### config.mk
export PLATFORM = sky130hd
export DESIGN_NAME = note_track_sequencer
export DESIGN_NICKNAME = d
export VERILOG_FILES = /design/src/rtl/note_track_sequencer.sv
export SDC_FILE = /design/constraint.sdc
export NUM_CORES = 1
export LEC_CHECK = 0
export ABC_AREA = 1
export CELL_PAD_IN_SITES_DETAIL_PLACEMENT = 0
export CELL_PAD_IN_SITES_GLOBAL_PLACEMENT = 2
export CORE_UTILIZATION = 27
export DETAILED_ROUTE_END_ITERATION = 12
export PLACE_DENSITY_LB_ADDON = 0.1
export SYNTH_ARGS = -nofsm -noshare
export SYNTH_HDL_FRONTEND = slang
export SYNTH_SLANG_ARGS = --single-unit
### constraint.sdc
create_clock -name INPUTCLOCK -period 1.8 [get_ports INPUTCLOCK]
set_input_delay 0.27 -clock INPUTCLOCK [delete_from_list [all_inputs] [get_ports INPUTCLOCK]]
set_output_delay 0.27 -clock INPUTCLOCK [all_outputs]
set_load 0.1 [all_outputs]
### src/rtl/note_track_sequencer.sv
// Note-track playback sequencer: fetches note rows from RAM and paces lane shifters from the game tick.
// Optional macro SEQ_LOOP_EN: wrap to address 0 at song end instead of stopping.
module note_track_sequencer #(
  parameter int LOAD_PERIOD = 5,
  parameter int LAST_ADDR   = 127
) (
  input  logic       INPUTCLOCK,
  input  logic       reset_n,
  input  logic       tick,
  input  logic       start,
  input  logic       pause,
  input  logic [3:0] ram_data,
  output logic [6:0] ram_addr,
  output logic       ram_rd,
  output logic [3:0] lane_bits,
  output logic       load_en,
  output logic       shift_en,
  output logic       busy,
  output logic       done
);

  typedef enum logic [1:0] {IDLE, FETCH, WAIT, RUN} state_t;

  localparam logic [6:0] LAST = 7'(LAST_ADDR);
  localparam logic [3:0] PMAX = 4'(LOAD_PERIOD - 1);

  state_t     state, state_nx;
  logic [3:0] phase, phase_nx;
  logic       pending, pending_nx;
  logic [6:0] addr_nx;
  logic [3:0] lane_nx;
  logic       done_nx;
  logic       accept;

  always_ff @(posedge INPUTCLOCK) begin
    if (!reset_n) begin
      state     <= IDLE;
      phase     <= '0;
      pending   <= 1'b0;
      ram_addr  <= '0;
      lane_bits <= '0;
      done      <= 1'b0;
    end else begin
      state     <= state_nx;
      phase     <= phase_nx;
      pending   <= pending_nx;
      ram_addr  <= addr_nx;
      lane_bits <= lane_nx;
      done      <= done_nx;
    end
  end

  // A held-over tick from the prefetch counts as a tick on the first RUN cycle.
  assign accept = (tick | pending) & ~pause;
  assign busy   = (state != IDLE);

  always_comb begin
    state_nx   = state;
    phase_nx   = phase;
    pending_nx = pending;
    addr_nx    = ram_addr;
    lane_nx    = lane_bits;
    done_nx    = 1'b0;
    ram_rd     = 1'b0;
    load_en    = 1'b0;
    shift_en   = 1'b0;
    case (state)
      IDLE: begin
        if (start) begin
          state_nx   = FETCH;
          addr_nx    = '0;
          phase_nx   = '0;
          pending_nx = 1'b0;
        end
      end
      FETCH: begin
        ram_rd   = 1'b1;
        state_nx = WAIT;
        if (tick) pending_nx = 1'b1;
      end
      WAIT: begin
        lane_nx  = ram_data;
        state_nx = RUN;
        if (tick) pending_nx = 1'b1;
      end
      RUN: begin
        if (accept) begin
          shift_en   = 1'b1;
          pending_nx = 1'b0;
          phase_nx   = (phase == PMAX) ? 4'd0 : phase + 4'd1;
          if (phase == 4'd0) begin
            load_en = 1'b1;
            if (ram_addr < LAST) begin
              addr_nx  = ram_addr + 7'd1;
              state_nx = FETCH;
            end else begin
              addr_nx = '0;
              done_nx = 1'b1;
`ifdef SEQ_LOOP_EN
              state_nx = FETCH;
`else
              state_nx = IDLE;
`endif
            end
          end
        end
      end
      default: state_nx = IDLE;
    endcase
  end

endmodule

==> reports/qor.yml <==
power:
  p_int_uw: 1100
  seq_power_share_pct: 25.7
  total_power_uw: 2300
  p_leak_uw: 0.000614
  power_frac_comb_pct: 61.0
  switching_share_pct: 52.0
  power.switching_uw: 1190
  clkPwrFrac_pct: 13.3
  power_density_nw_per_um2: 1540
  peakVddDrop_v: 0.000887
logic_synthesis:
  syn-cell-area_um2: 1060
  synth_seq_area_share_pct: 35.8
  synth_seq_cells: 19
  yosysWarnings: 0
  synth.avg_cell_area_um2: 7.39
  ys_types: 26
  syn-num-nets: 161
  syn_inst: 144
placement:
  dp_cells: 215
  gp_congestion: 0.730
  portBuffers: 24
  place_ws_ns: 0.126
  dp_hpwl_mm: 1.88
floorplanning:
  dieArea_um2: 4190
  coreArea_um2: 3720
  start_util_pct: 28.6
  rows: 22
  dieHeight_um: 64.8
  pin_count: 25
  fp.dieW_um: 64.8
setup_path:
  crit_type: "register to primary output"
  worstPathCellList: "inv_1 -> ha_1 -> nand3_2 -> inv_1 -> nand2_2 -> clkinvlp_4 -> buf_12"
  rr_startpoint: "state[1]"
  worstPathArrival_ns: 1.42
  max_stage_delay_ns: 0.39
  critPathLaunch: "phase[0]"
  cp-end-kind: "primary output"
  crit_slowest_cell: "dfxtp_1"
  worst-endpoint-required_ns: 1.53
  critPathMaxFanout: 4
  cp-start-kind: "register"
  crit_top_cell: "inv_1"
clock_tree:
  cts_buffers: 3
  cts_setup_buffers: 0
  clk_pin_slew_ns: 0.07
  cts_buffer_depth: 2
  cts_num_sinks: 19
  cts_root_buf: "clkbuf_8"
  htree_levels: 1
  postCtsHoldBufs: 0
  cts_tree: "built"
  postCtsResizedCells: 0
  clkLatencyLatePin_ns: 0.25
route:
  wl_met2_mm: 1.08
  first_iter_violations: 23
  met3_length_um: 82
  num_vias: 962
  ant_nets: 0
  via_per_inst: 4.39
  firstDrtPassIters: 4
  postRouteWirelength_mm: 2.37
  drcViolationCount: 0
  wl_met1_mm: 1.18
  routed.top_layer: "met4"
  post_drt_wl_per_cell_um: 10.8
sta:
  worst_slack_ns: 0.113
  drv_slew: 0
  fin_crit_ns: 1.69
  holdWs_ns: 0.491
  finClkSkew_ns: 0.00157
  worst_pin_slew_ns: 0.282
  worst_slew_margin_rel_pct: 81.4
  rsz0062_at_grt: "no"
  hold_viol: 0
  finalSetupViolations: 0
  max_freq_mhz: 593
  timing.final.crit_share_pct: 93.7
global_routing:
  track_usage_pct: 12.7
  grt_pass1_wl_mm: 4.09
  grt_max_degree: 12
  gr-total-overflow: 0
  antenna_found_initial: 0
  grt_pass1_vias: 905
min_path:
  hp-class: "register to register"
  worstHoldStart: "ram_addr[4]"
final_layout:
  area_growth_pct: 40.2
  final_nets: 189
  drive_gt1_share_pct: 27.5
  finalNonFillerCells: 219
  utilization_pct: 40.1
  antenna_cells: 0
job:
  max-cap-violations: 0
status:
  status: "complete, no violations"
[layout make-up]
cell class / count / area [µm²]
Clock buffer: 4 / 45.0
Multi-Input combinational cell: 104 / 619
Tap cell: 48 / 60.1
Inverter: 19 / 80.1
Fill cell: 406 / 2220
Sequential cell: 19 / 392
Timing Repair Buffer: 25 / 295
[placed cells by master (no fill, tap or decap), types with 3 or more instances in the layout]
| cell | instances |
|---|---|
| a21oi_1 | 10 |
| buf_12 | 7 |
| dfxtp_1 | 12 |
| nand3_1 | 9 |
| buf_4 | 10 |
| nor2_4 | 3 |
| nor2_1 | 25 |
| nand2_1 | 21 |
| ha_1 | 7 |
| inv_1 | 14 |
| o21ai_0 | 7 |
| clkbuf_8 | 3 |
| dfxtp_2 | 6 |
| nand2_2 | 3 |
| clkdlybuf4s50_1 | 8 |
| nor3_1 | 3 |
[synthesized netlist by cell type, drive strengths merged]
cell type	instances	area, µm²
nor3b	1	12.5
nor2	29	126
xnor2	1	8.76
inv	19	73.8
dfxtp	19	380
a211oi	1	7.51
ha	8	100
buf	2	12.5
o21ai	10	57.6
o21bai	2	15.0
nand3	12	82.6
a21oi	11	58.8
xor2	2	17.5
nor3	3	15.0
nand2	24	95.1
[through the flow]
| step | setup TNS, ns | instance area [µm²] |
|---|---|---|
| 2_1_floorplan | -0.120 | 1110 |
| 3_3_place_gp | 0 | 1450 |
| 3_5_place_dp | 0 | 1450 |
| 4_1_cts | 0 | 1490 |
| 5_1_grt | 0 | 1490 |
| 6_report | 0 | 1490 |
[state kept, by name, summed over array words and instances, names as in the netlist]
register   cells
state          2
lane_bits      4
pending        1
phase          4
ram_addr       7
done           1
[power groups by stage]
| stage | combinational [µW] | clock [µW] | sequential [µW] |
|---|---|---|---|
| global route | 1500 | 343 | 603 |
| detailed placement | 1410 | 0 | 601 |
| finish | 1400 | 305 | 591 |
| CTS | 1420 | 321 | 593 |
| floorplan | 801 | 0 | 861 |
| global placement | 1420 | 0 | 601 |
[cells by family (layout without fill, tap and decap cells)]
family          count (synthesis)  in the layout  synth area share, %
buf+inv                        21             48                 8.12
simple gates                   69             69                 31.2
flops                          19             19                 35.8
fa+ha+maj                       8              8                 9.41
xor+xnor                        3              3                 2.47
compound gates                 24             24                 13.1
[worst max-delay path: cells and delay by family (launching register included)]
kind                       cells  cell delay, ns
adders and majority gates      1            0.22
buffers and inverters          4            0.38
DFF                            1            0.39
and+or+nand+nor                2            0.17
[worst paths after layout]
check,cells past startpoint,slack [ns],end
setup / recovery,7,0.11,load_en
hold / removal,2,0.49,ram_addr[4]
setup reg to reg,8,0.23,ram_addr[4]
hold reg to reg,2,0.49,ram_addr[4]
[layer usage]
| layer | track usage, % | up-vias |
|---|---|---|
| met1 | 16.0 | 425 |
| met4 | 5.83 | 0 |
| met5 | 0 | - |
| met2 | 21.0 | 19 |
| met3 | 2.11 | 2 |
| li1 | - | 516 |
(Power assumes the default switching activity.)
